**config.mk**
```make
export PLATFORM = sky130hd
export DESIGN_NAME = ifu_prefetch_flat
export DESIGN_NICKNAME = d
export VERILOG_FILES = /design/src/rtl/ifu_prefetch_if.sv /design/src/rtl/ifu_prefetch.sv /design/src/flat_wrapper.sv
export SDC_FILE = /design/constraint.sdc
export NUM_CORES = 1
export LEC_CHECK = 0
export ABC_AREA = 1
export BUFFER_PORTS_ARGS = -buffer_cell sky130_fd_sc_hd__buf_4
export CORE_MARGIN = 3
export CORE_UTILIZATION = 48
export DETAILED_ROUTE_END_ITERATION = 12
export PLACE_DENSITY = 0.73
export SLEW_MARGIN = 10
export SYNTH_ARGS = -nofsm -noshare
export SYNTH_HDL_FRONTEND = slang
export SYNTH_SLANG_ARGS = --single-unit
```
**constraint.sdc**
```tcl
create_clock -name clk -period 8.7 [get_ports clk]
set_input_delay 0.87 -clock clk [delete_from_list [all_inputs] [get_ports clk]]
set_output_delay 0.87 -clock clk [all_outputs]
set_load 0.02 [all_outputs]
```
**src/rtl/ifu_prefetch_if.sv**
```systemverilog
// Instruction-side AXI4-lite read channel between
// the prefetcher (master) and the fetch arbiter (slave).
interface ifu_prefetch_if #(
  parameter int ADDR_W = 32,
  parameter int INST_W = 32
);
  logic [ADDR_W-1:0] araddr;
  logic              arvalid;
  logic              arready;
  logic [2:0]        arsize;
  logic [INST_W-1:0] rdata;
  logic [1:0]        rresp;
  logic              rvalid;
  logic              rready;

  modport master (
    output araddr, arvalid, arsize, rready,
    input  arready, rdata, rresp, rvalid
  );

  modport slave (
    input  araddr, arvalid, arsize, rready,
    output arready, rdata, rresp, rvalid
  );
endinterface

```
**src/rtl/ifu_prefetch.sv**
```systemverilog
// Sequential instruction prefetcher: one AXI4-lite read in flight,
// DEPTH-entry buffer toward the IDU, redirect flushes and drains.
module ifu_prefetch #(
  parameter int              ADDR_W   = 32,
  parameter int              INST_W   = 32,
  parameter int              DEPTH    = 4,
  parameter logic [ADDR_W-1:0] RESET_PC = 32'h8000_0000
) (
  input  logic              clk,
  input  logic              rst,
  input  logic              redirect_valid,
  input  logic [ADDR_W-1:0] redirect_pc,
  ifu_prefetch_if.master    axi,
  output logic              valid_out_idu,
  input  logic              ready_in_idu,
  output logic [ADDR_W-1:0] pc_out,
  output logic [INST_W-1:0] inst_out,
  output logic              fault_out
);
  localparam int PW = $clog2(DEPTH);
  localparam int CW = PW + 1;
  localparam logic [CW-1:0] FULL = CW'(DEPTH);

  typedef enum logic [1:0] {
    IDLE, ADDR, DATA, DRAIN
  } state_e;

  state_e            state_q;
  logic [ADDR_W-1:0] fetch_pc_q;
  logic [ADDR_W-1:0] req_pc_q;
  logic [ADDR_W-1:0] araddr_q;
  logic              arvalid_q;
  logic              rready_q;
  logic              pend_q;

  logic [ADDR_W-1:0] pc_mem_q   [DEPTH];
  logic [INST_W-1:0] inst_mem_q [DEPTH];
  logic [DEPTH-1:0]  flt_mem_q;
  logic [PW-1:0]     wr_q, rd_q;
  logic [CW-1:0]     cnt_q, cnt_d;

  logic [ADDR_W-1:0] redir_pc;
  logic              ar_hs, r_hs;
  logic              push, pop;

  assign redir_pc = redirect_pc & ~ADDR_W'(3);
  assign ar_hs    = arvalid_q & axi.arready;
  assign r_hs     = rready_q & axi.rvalid;
  assign push     = (state_q == DATA) & r_hs
                  & !redirect_valid;
  assign pop      = valid_out_idu & ready_in_idu;
  assign cnt_d    = cnt_q + CW'(push) - CW'(pop);

  assign axi.araddr  = araddr_q;
  assign axi.arvalid = arvalid_q;
  assign axi.arsize  = 3'b010;
  assign axi.rready  = rready_q;

  assign valid_out_idu = (cnt_q != '0) & !redirect_valid;
  assign pc_out        = pc_mem_q[rd_q];
  assign inst_out      = inst_mem_q[rd_q];
  assign fault_out     = flt_mem_q[rd_q];

  always_ff @(posedge clk) begin
    if (rst) begin
      state_q    <= IDLE;
      fetch_pc_q <= RESET_PC;
      req_pc_q   <= RESET_PC;
      araddr_q   <= RESET_PC;
      arvalid_q  <= 1'b0;
      rready_q   <= 1'b0;
      pend_q     <= 1'b0;
    end else begin
      if (redirect_valid)
        fetch_pc_q <= redir_pc;
      unique case (state_q)
        IDLE: begin
          if (!redirect_valid && cnt_q < FULL) begin
            state_q   <= ADDR;
            araddr_q  <= fetch_pc_q;
            req_pc_q  <= fetch_pc_q;
            arvalid_q <= 1'b1;
          end
        end
        ADDR: begin
          if (ar_hs) begin
            arvalid_q <= 1'b0;
            rready_q  <= 1'b1;
            pend_q    <= 1'b0;
            if (redirect_valid || pend_q) begin
              state_q <= DRAIN;
            end else begin
              state_q    <= DATA;
              fetch_pc_q <= fetch_pc_q + ADDR_W'(4);
            end
          end else if (redirect_valid) begin
            // araddr must stay put; remember the request is stale
            pend_q <= 1'b1;
          end
        end
        DATA: begin
          if (r_hs) begin
            rready_q <= 1'b0;
            if (!redirect_valid && cnt_d < FULL) begin
              state_q   <= ADDR;
              araddr_q  <= fetch_pc_q;
              req_pc_q  <= fetch_pc_q;
              arvalid_q <= 1'b1;
            end else begin
              state_q <= IDLE;
            end
          end else if (redirect_valid) begin
            state_q <= DRAIN;
          end
        end
        DRAIN: begin
          if (r_hs) begin
            rready_q <= 1'b0;
            state_q  <= IDLE;
          end
        end
      endcase
    end
  end

  always_ff @(posedge clk) begin
    if (rst) begin
      wr_q      <= '0;
      rd_q      <= '0;
      cnt_q     <= '0;
      flt_mem_q <= '0;
      for (int i = 0; i < DEPTH; i++) begin
        pc_mem_q[i]   <= '0;
        inst_mem_q[i] <= '0;
      end
    end else if (redirect_valid) begin
      wr_q  <= '0;
      rd_q  <= '0;
      cnt_q <= '0;
    end else begin
      if (push) begin
        pc_mem_q[wr_q]   <= req_pc_q;
        inst_mem_q[wr_q] <= axi.rdata;
        flt_mem_q[wr_q]  <= |axi.rresp;
        wr_q             <= wr_q + PW'(1);
      end
      if (pop)
        rd_q <= rd_q + PW'(1);
      cnt_q <= cnt_d;
    end
  end

  a_no_push_full: assert property (
    @(posedge clk) disable iff (rst)
    !(push && cnt_q == FULL));

  a_no_pop_empty: assert property (
    @(posedge clk) disable iff (rst)
    !(pop && cnt_q == '0));
endmodule

```
**src/flat_wrapper.sv**
```systemverilog
// flat-port wrapper written by rule: the top's interface ports become plain ports
module ifu_prefetch_flat 
#(
  parameter int              ADDR_W   = 32,
  parameter int              INST_W   = 32,
  parameter int              DEPTH    = 4,
  parameter logic [ADDR_W-1:0] RESET_PC = 32'h8000_0000
)
  (clk, rst, redirect_valid, redirect_pc, valid_out_idu, ready_in_idu, pc_out, inst_out, fault_out, axi_araddr, axi_arvalid, axi_arsize, axi_rready, axi_arready, axi_rdata, axi_rresp, axi_rvalid);
  ifu_prefetch_if #(.ADDR_W(ADDR_W), .INST_W(INST_W)) axi_i ();
  input  logic clk;
  input  logic rst;
  input  logic redirect_valid;
  input  logic [ADDR_W-1:0] redirect_pc;
  output logic valid_out_idu;
  input  logic ready_in_idu;
  output logic [ADDR_W-1:0] pc_out;
  output logic [INST_W-1:0] inst_out;
  output logic fault_out;
  output wire logic [$bits(axi_i.araddr)-1:0] axi_araddr;
  output wire logic [$bits(axi_i.arvalid)-1:0] axi_arvalid;
  output wire logic [$bits(axi_i.arsize)-1:0] axi_arsize;
  output wire logic [$bits(axi_i.rready)-1:0] axi_rready;
  input wire logic [$bits(axi_i.arready)-1:0] axi_arready;
  input wire logic [$bits(axi_i.rdata)-1:0] axi_rdata;
  input wire logic [$bits(axi_i.rresp)-1:0] axi_rresp;
  input wire logic [$bits(axi_i.rvalid)-1:0] axi_rvalid;
  assign axi_araddr = axi_i.araddr;
  assign axi_arvalid = axi_i.arvalid;
  assign axi_arsize = axi_i.arsize;
  assign axi_rready = axi_i.rready;
  assign axi_i.arready = axi_arready;
  assign axi_i.rdata = axi_rdata;
  assign axi_i.rresp = axi_rresp;
  assign axi_i.rvalid = axi_rvalid;
  ifu_prefetch #(.ADDR_W(ADDR_W), .INST_W(INST_W), .DEPTH(DEPTH), .RESET_PC(RESET_PC)) u_core (.clk(clk), .rst(rst), .redirect_valid(redirect_valid), .redirect_pc(redirect_pc), .axi(axi_i), .valid_out_idu(valid_out_idu), .ready_in_idu(ready_in_idu), .pc_out(pc_out), .inst_out(inst_out), .fault_out(fault_out));
endmodule
```
# --- Word-level counts from Yosys, hierarchy flattened ---
# Memories as Yosys holds them, arrays and structs flattened. A register that Yosys moved wholly into a read port is not among the register bits.
# Cells that the tools add are included.
op_classes:
  bitwise: 7
  muxes: 47
  n_reduce_logical: 22
  magnitude_cmp: 5
  add_sub_neg: 5
  n_eq_ne: 10
op_table:
  columns: ["op", "n"]
  rows:
  - ["32-bit two-way mux", 9]
  - ["32-bit case mux with 2 select lines", 1]
  - ["32-bit OR reduction", 2]
  - ["32-bit by 3-bit adder with 32-bit output, second input constant", 1]
  - ["2-bit two-way mux", 11]
  - ["1-bit two-way mux", 20]
  - ["2-bit by 1-bit inequality test with 1-bit output, second input constant", 5]
  - ["2-bit case mux with 4 select lines", 1]
  - ["4-bit AND reduction", 2]
  - ["1-bit bitwise AND", 6]
  - ["2-bit by 3-bit < comparator with 1-bit output, second input constant", 2]
  - ["3-bit < comparator, second input constant", 2]
  - ["2-bit nonzero test", 3]
  - ["3-bit nonzero test", 2]
  - ["2-bit OR reduction", 3]
  - ["5-bit AND reduction", 1]
  - ["2-bit by 1-bit adder with 2-bit output, second input constant", 2]
  - ["4-bit bitwise mux", 1]
  - ["2-bit == test, second input constant", 2]
  - ["2-bit AND reduction", 2]
  - ["3-bit by 1-bit adder with 3-bit output", 1]
  - ["1-bit logical AND", 3]
  - ["3-bit by 2-bit inequality test with 1-bit output, second input constant", 1]
  - ["1-bit case mux with 3 select lines", 1]
  - ["other kinds (12)", 12]
word_totals:
  word_cells: 108
  ff_bits: 80
  inputBits: 72
  mem_count: 2
  out_inout_bits: 103
  ramBits: 256
memory_table:
  columns: ["name", "depth", "width", "rd", "rd_ports_with_merged_regs", "write_ports", "line_no", "source"]
  rows:
  - ["u_core.inst_mem_q", 4, 32, 1, 1, 4, "ifu_prefetch.sv:37", "logic [INST_W-1:0] inst_mem_q [DEPTH];"]
  - ["u_core.pc_mem_q", 4, 32, 1, 1, 4, "ifu_prefetch.sv:36", "logic [ADDR_W-1:0] pc_mem_q [DEPTH];"]

# --- Longest topological paths before layout ---
# Gate-level depths: netlist (run 1).
logic_depth:
  ltp_word: 10
  depth_mapped: 16
  mapped_depth_nobuf: 15

# --- Worst setup path before layout (run 1) ---
# OpenSTA, ideal clock, no wires.
synth_timing:
  kind: "input-to-reg"
  from: "input axi_rvalid"
  to: "memory u_core.inst_mem_q[3][0] (enable)"
  path_stages: 6
  arrival_time_ns: 6.243
  t_required_ns: 8.119
  setup_time_ns: 0.581
  setup_slack_ns: 1.877
  path_buffers: 0
  cell_sequence: "nand2_1 nor2_2 inv_2 nor2_2 inv_1 o31ai_1"
synth_lines:
  columns: ["element", "line_no", "source"]
  rows:
  - ["start: declaration", "flat_wrapper.sv:27", "input wire logic [$bits(axi_i.rvalid)-1:0] axi_rvalid;"]
  - ["end: declaration", "ifu_prefetch.sv:37", null]

==> results of run 1 <==
## area by class of cell
cell class | count | share of cell area [%]
Tap cell | 396 | 2.76
Multi-Input combinational cell | 1135 | 28.3
Inverter | 130 | 2.74
Sequential cell | 338 | 51.9
Clock inverter | 21 | 1.49
Clock buffer | 41 | 5.17
Timing Repair Buffer | 182 | 7.60
## path summary, 6_finish.rpt
check / start / endpoint
setup / recovery: register / pc_out[9]
hold / removal: u_core.fetch_pc_q[0] / u_core.fetch_pc_q[0]
setup reg to reg: u_core.state_q[1] / u_core.pc_mem_q[0][20]
hold reg to reg: u_core.fetch_pc_q[0] / u_core.fetch_pc_q[0]
## cells by family (layout without fill, tap and decap cells)
| logic type | count (synthesis) | after routing | share of synthesized area, % |
|---|---|---|---|
| DFF | 338 | 338 | 60.9 |
| other | 2 | 3 | 0.0490 |
| xor gates and xnor gates | 10 | 10 | 0.572 |
| AOI/OAI and AO/OA | 278 | 278 | 9.88 |
| adders and majority gates | 8 | 8 | 0.703 |
| buffers and inverters | 234 | 374 | 6.23 |
| and+or+nand+nor | 836 | 836 | 21.7 |
## stage by stage
stage / setup slack (ns) / cell area, um^2 / hold WS [ns] / total power [uW] / util (%)
after floorplan: 1.88 / 15300 / 0.419 / 2440 / -
after global placement: 4.42 / 16800 / 0.427 / 2730 / 54.1
after detailed placement: 4.35 / 16800 / 0.429 / 2740 / 54.1
after CTS: 4.49 / 18000 / 0.440 / 4300 / 58.0
after global routing: 4.23 / 18000 / 0.459 / 4460 / 58.0
final: 4.51 / 18000 / 0.440 / 4270 / 58.0
## Yosys cell counts
| cell | number |
|---|---|
| nand4_1 | 4 |
| clkinv_1 | 2 |
| nor2_1 | 449 |
| edfxtp_1 | 256 |
| o211ai_1 | 5 |
| nand2_1 | 272 |
| xor2_1 | 7 |
| buf_1 | 1 |
| o21ai_0 | 156 |
| a311oi_1 | 2 |
| nor4_1 | 1 |
| a21oi_1 | 39 |
| conb_1 | 2 |
| inv_2 | 7 |
| clkbuf_1 | 77 |
| fa_1 | 1 |
| a32oi_1 | 1 |
| o31ai_1 | 1 |
| buf_6 | 2 |
| nand3_2 | 1 |
| nand2_2 | 1 |
| buf_4 | 12 |
| xnor2_1 | 3 |
| a31oi_1 | 8 |
| o21a_1 | 1 |
| dfxtp_1 | 82 |
| nor3_1 | 64 |
| nor2_2 | 7 |
| buf_2 | 12 |
| or2_0 | 1 |
| o22ai_1 | 64 |
| ha_1 | 7 |
| nand3_1 | 32 |
| nor2_4 | 1 |
| o21bai_1 | 1 |
| nand3b_1 | 2 |
| or2_2 | 1 |
| inv_1 | 121 |
## routing by layer
layer,wire length (um),up-vias,share of wire [%]
li1,-,5910,-
met1,16200,5640,42
met2,18600,470,48
met3,3110,56,8.1
met4,681,0,1.8
met5,0,-,0
## flip-flops by register name (all words and copies together), names as in the netlist, named ones only
name	count
u_core.inst_mem_q	128
u_core.wr_q	2
u_core.axi.rready	1
u_core.fetch_pc_q	32
u_core.pend_q	1
u_core.flt_mem_q	4
u_core.cnt_q	3
u_core.axi.arvalid	1
u_core.pc_mem_q	128
u_core.rd_q	2
u_core.state_q	2
u_core.req_pc_q	32
## worst max-delay path: cells and delay by family (launching register included)
kind | cells | cell delay, ns
compound gates | 2 | 0.42
buf+inv | 3 | 1.58
flops | 1 | 0.76
## power by group
part	internal, uW	switching [uW]	total [uW]
Sequential	1860	106	1970
Clock	946	612	1560
Combinational	239	502	741
==> results.py, run 1 <==
metrics = {
    "grt": {
        "use_met1_pct": 29.8,
        "antenna_found_initial": 0,
        "gr-usage-met2_pct": 38.0,
        "use_met3_pct": 3.55,
        "grt-ovfl-total": 0,
        "first_global_vias": 11600,
        "grt_pass1_wl_mm": 60.2,
        "grt_max_degree": 78,
        "grt_busiest_layer": "met2",
        "grt_usage_pct": 22.2,
    },
    "timing": {
        "period_share_pct": 48.2,
        "relSlewSlack_pct": 31.3,
        "hold_viol_final": 0,
        "setup_violations": 0,
        "finClkSkew_ns": 0.0159,
        "worstMarginPinSlew_ns": 1.03,
        "tns_ns": 0,
        "slew_viol_final": 0,
        "layout_min_cycle_time_ns": 4.19,
        "max_freq_mhz": 239,
        "rsz0062_at_grt": "false",
    },
    "critical_path": {
        "path_max_fanout": 76,
        "end_kind": "output pin",
        "worstRegToRegCells": 11,
        "slowest_delay_ns": 0.77,
        "reg2reg_setup_slack_ns": 5.25,
        "crit_slowest_cell": "clkinv_2",
        "crit_type": "reg -> out",
        "path_cells": "clkinv_2, buf_4, o21ai_0, o22ai_1, buf_4",
        "path_common_cell": "buf_4",
        "critPathRequiredTime_ns": 7.83,
        "critical_path.startpoint_type": "register",
        "arrival_ns": 3.32,
    },
    "min_path": {
        "min-delay-path-class": "reg -> reg",
        "holdPathStages": 2,
    },
    "logic_synthesis": {
        "ys_seq_area_share_pct": 60.9,
        "synth_area_leaders": "edfxtp_1 50%, nor2_1 11%, dfxtp_1 11%",
        "synth.ff_latch_count": 338,
        "syn_avg_cell_area_um2": 8.98,
        "yosys.area.top_type_share_pct": 50.2,
        "netlist_instances": 1706,
        "ys_types": 38,
        "synth_area_um2": 15300,
        "synth_largest_area_cell": "edfxtp_1",
        "yosysWarningCount": 0,
    },
    "clock_network": {
        "clockBufferDepth": 3,
        "cts.sinks": 338,
        "postCtsResizedCells": 0,
        "cts_tree": "yes",
        "numCtsBuffers": 36,
        "cts.clk_slew.worst_paths_ns": 0.06,
        "root_buffer": "clkbuf_16",
        "insertion_delay_ns": 0.52,
        "cts_setup_buffers": 0,
        "cts_max_level": 2,
        "hold_buffers": 0,
    },
    "status": {
        "status": "finished, final reports clean",
    },
    "power_and_ir_drop": {
        "ir_worst_vdd_mv": 0.129,
        "powerDensity_nw_per_um2": 238,
        "p_leak_uw": 0.00730,
    },
    "drt": {
        "drtIter0Drc": 1050,
        "wl_mm": 38.6,
        "ant_nets": 0,
        "wl_per_cell_um": 17.2,
        "vias": 12100,
        "via_per_inst": 5.38,
        "drt-pass1-iter-count": 5,
        "drc": 0,
    },
    "placed_design": {
        "hpwl_mm": 22.4,
        "dp.cells": 2181,
        "place.gp.congestion": 0.899,
        "numPortBuffers": 169,
    },
    "layout": {
        "register_area_um2": 9330,
        "layout_commonest_cell": "nor2_1",
        "fill_cells": 2734,
        "finalNonFillerCells": 2243,
        "multi_input_area_um2": 5080,
        "mostFrequentLayoutCells": "449 x nor2_1, 267 x nand2_1, 256 x edfxtp_1",
        "drive_gt1_share_pct": 14.2,
        "antennaDiodeCount": 0,
        "area_delta_synth_final_pct": 17.3,
        "layout.nets": 1903,
    },
    "die": {
        "die_area_um2": 34100,
        "core_um2": 31000,
        "die_w_um": 185,
        "start_util_pct": 49.4,
        "num_rows": 64,
        "io_pins": 175,
        "die_h_um": 185,
    },
    "flow_run": {
        "max_cap_violations": 0,
    },
}
Note: power is estimated with default switching activity, not from simulation.
==> inputs of run 2 (changes only) <==
--- a/config.mk
+++ b/config.mk
@@ -10,7 +10,7 @@
 export CORE_MARGIN = 3
 export CORE_UTILIZATION = 48
 export DETAILED_ROUTE_END_ITERATION = 12
-export PLACE_DENSITY = 0.73
+export PLACE_DENSITY = 0.75
 export SLEW_MARGIN = 10
 export SYNTH_ARGS = -nofsm -noshare
 export SYNTH_HDL_FRONTEND = slang
==> constraint.sdc (replaced) <==
create_clock -name clk -period 3.8 [get_ports clk]
set_input_delay 0.38 -clock clk [delete_from_list [all_inputs] [get_ports clk]]
set_output_delay 0.38 -clock clk [all_outputs]
set_load 0.02 [all_outputs]
==> run 2 against run 1 <==
Against the previous run: setup slack worse by 3.9 ns; clock power is 130% higher; power is 130% higher; hold slack worse by 0.30 ns; first-iteration DRC count is 9.7% higher; die area stayed put; wire length is 1.2% higher; combinational power is 130% higher; clock skew is 0.0043 ns higher; sequential share of layout area is 0.37 points lower; design area is 0.72% higher; critical endpoint is now pc_out[12]; largest power group unchanged.
==> results.py, run 2 (synthesized netlist as in run 1, its figures left out) <==
metrics = {
    "status": {
        "status": "finished, final reports clean",
    },
    "timing": {
        "relSlewSlack_pct": 32.7,
        "period_share_pct": 85.3,
        "rsz0062_at_grt": "false",
        "tns_ns": 0,
        "layout_min_cycle_time_ns": 3.24,
        "slew_viol_final": 0,
        "hold_viol_final": 0,
        "worstMarginPinSlew_ns": 1.01,
        "setup_violations": 0,
        "max_freq_mhz": 309,
        "hold-worst-slack_ns": 0.140,
        "finClkSkew_ns": 0.0202,
    },
    "min_path": {
        "min-delay-path-class": "in -> reg",
        "holdPathStages": 4,
    },
    "drt": {
        "drtIter0Drc": 1152,
        "drt-pass1-iter-count": 7,
        "wl_per_cell_um": 17.3,
        "wl_mm": 39.0,
        "drc": 0,
        "ant_nets": 0,
        "via_per_inst": 5.41,
        "vias": 12200,
    },
    "die": {
        "die_h_um": 185,
        "core_um2": 31000,
        "die_w_um": 185,
        "io_pins": 175,
        "num_rows": 64,
        "die_area_um2": 34100,
        "start_util_pct": 49.4,
    },
    "critical_path": {
        "critPathRequiredTime_ns": 3.42,
        "critical_path.startpoint_type": "register",
        "crit_type": "reg -> out",
        "path_max_fanout": 72,
        "arrival_ns": 2.86,
        "end_kind": "output pin",
        "worstRegToRegCells": 16,
    },
    "clock_network": {
        "cts.sinks": 338,
        "hold_buffers": 0,
        "cts_tree": "yes",
        "insertion_delay_ns": 0.52,
        "root_buffer": "clkbuf_16",
        "cts.clk_slew.worst_paths_ns": 0.06,
        "cts_setup_buffers": 0,
        "cts_max_level": 2,
        "clockBufferDepth": 3,
        "postCtsResizedCells": 0,
        "numCtsBuffers": 37,
    },
    "layout": {
        "fill_cells": 2663,
        "finalNonFillerCells": 2254,
        "drive_gt1_share_pct": 14.5,
        "antennaDiodeCount": 0,
        "multi_input_area_um2": 5080,
        "finish.utilization_pct": 58.4,
        "layout_commonest_cell": "nor2_1",
        "register_area_um2": 9330,
        "top_regs": "u_core.inst_mem_q (128), u_core.pc_mem_q (128)",
        "mostFrequentLayoutCells": "449 x nor2_1, 267 x nand2_1, 256 x edfxtp_1",
        "layout.nets": 1910,
        "area_delta_synth_final_pct": 18.2,
    },
    "placed_design": {
        "hpwl_mm": 23.2,
        "numPortBuffers": 169,
        "place.gp.congestion": 0.923,
        "dp.cells": 2187,
    },
    "grt": {
        "grt_pass1_wl_mm": 60.1,
        "grt_usage_pct": 22.3,
        "grt-ovfl-total": 0,
        "grt_max_degree": 86,
        "first_global_vias": 11300,
        "antenna_found_initial": 0,
    },
    "power_and_ir_drop": {
        "powerDensity_nw_per_um2": 542,
        "ir_worst_vdd_mv": 0.316,
        "p_total_uw": 9820,
        "p_leak_uw": 0.00737,
    },
    "flow_run": {
        "max_cap_violations": 0,
    },
}
[run 2: cell count changes in the layout (fill, tap and decap cells not counted), moves of 2 or more]
cell / before / now
bufinv_16: 6 / 4
clkbuf_16: 36 / 39
inv_6: 1 / 3
buf_12: 0 / 5
clkbuf_1: 4 / 9
[run 2: final cells by class]
type,count,area share [%]
Timing Repair Buffer,188,8.14
Clock buffer,49,5.66
Sequential cell,338,51.6
Clock inverter,18,1.08
Multi-Input combinational cell,1135,28.1
Inverter,130,2.72
Tap cell,396,2.74
[run 2: stage by stage]
| stage | cell area (um^2) | setup slack (ns) |
|---|---|---|
| final | 18100 | 0.559 |
| after global routing | 18100 | 0.436 |
| after CTS | 18100 | 0.593 |
| after detailed placement | 16900 | 0.848 |
| after global placement | 16900 | 0.955 |
| after floorplan | 15300 | 0.495 |
[run 2: final timing paths]
path / from / end / slack, ns
worst max-delay path: register / pc_out[12] / 0.56
worst min-delay path: axi_rvalid / u_core.axi.rready / 0.14
worst max register to register: u_core.cnt_q[1] / u_core.req_pc_q[18] / 1.15
worst min register to register: u_core.fetch_pc_q[0] / u_core.fetch_pc_q[0] / 0.44
[run 2: where the power goes]
part	switching (uW)	leakage (uW)	internal (uW)	total [uW]
combinational	1150	0.00345	567	1720
clock	1400	0.000598	2170	3570
sequential	264	0.00332	4260	4530
[run 2: routing by layer]
| layer | wire length [um] | global-route usage, % | vias to the layer above |
|---|---|---|---|
| met3 | 3140 | 2.92 | 57 |
| met1 | 16200 | 30.5 | 5692 |
| li1 | - | - | 5923 |
| met2 | 18900 | 37.8 | 514 |
| met5 | 0 | 0 | - |
| met4 | 771 | 6.12 | 0 |
[run 2: worst max-delay path, stage by stage, from the launching register on]
cell and delay [ns]:
dfxtp_4 0.35, buf_4 0.47, buf_4 0.68, o21ai_0 0.19
o22ai_1 0.36, buf_4 0.21
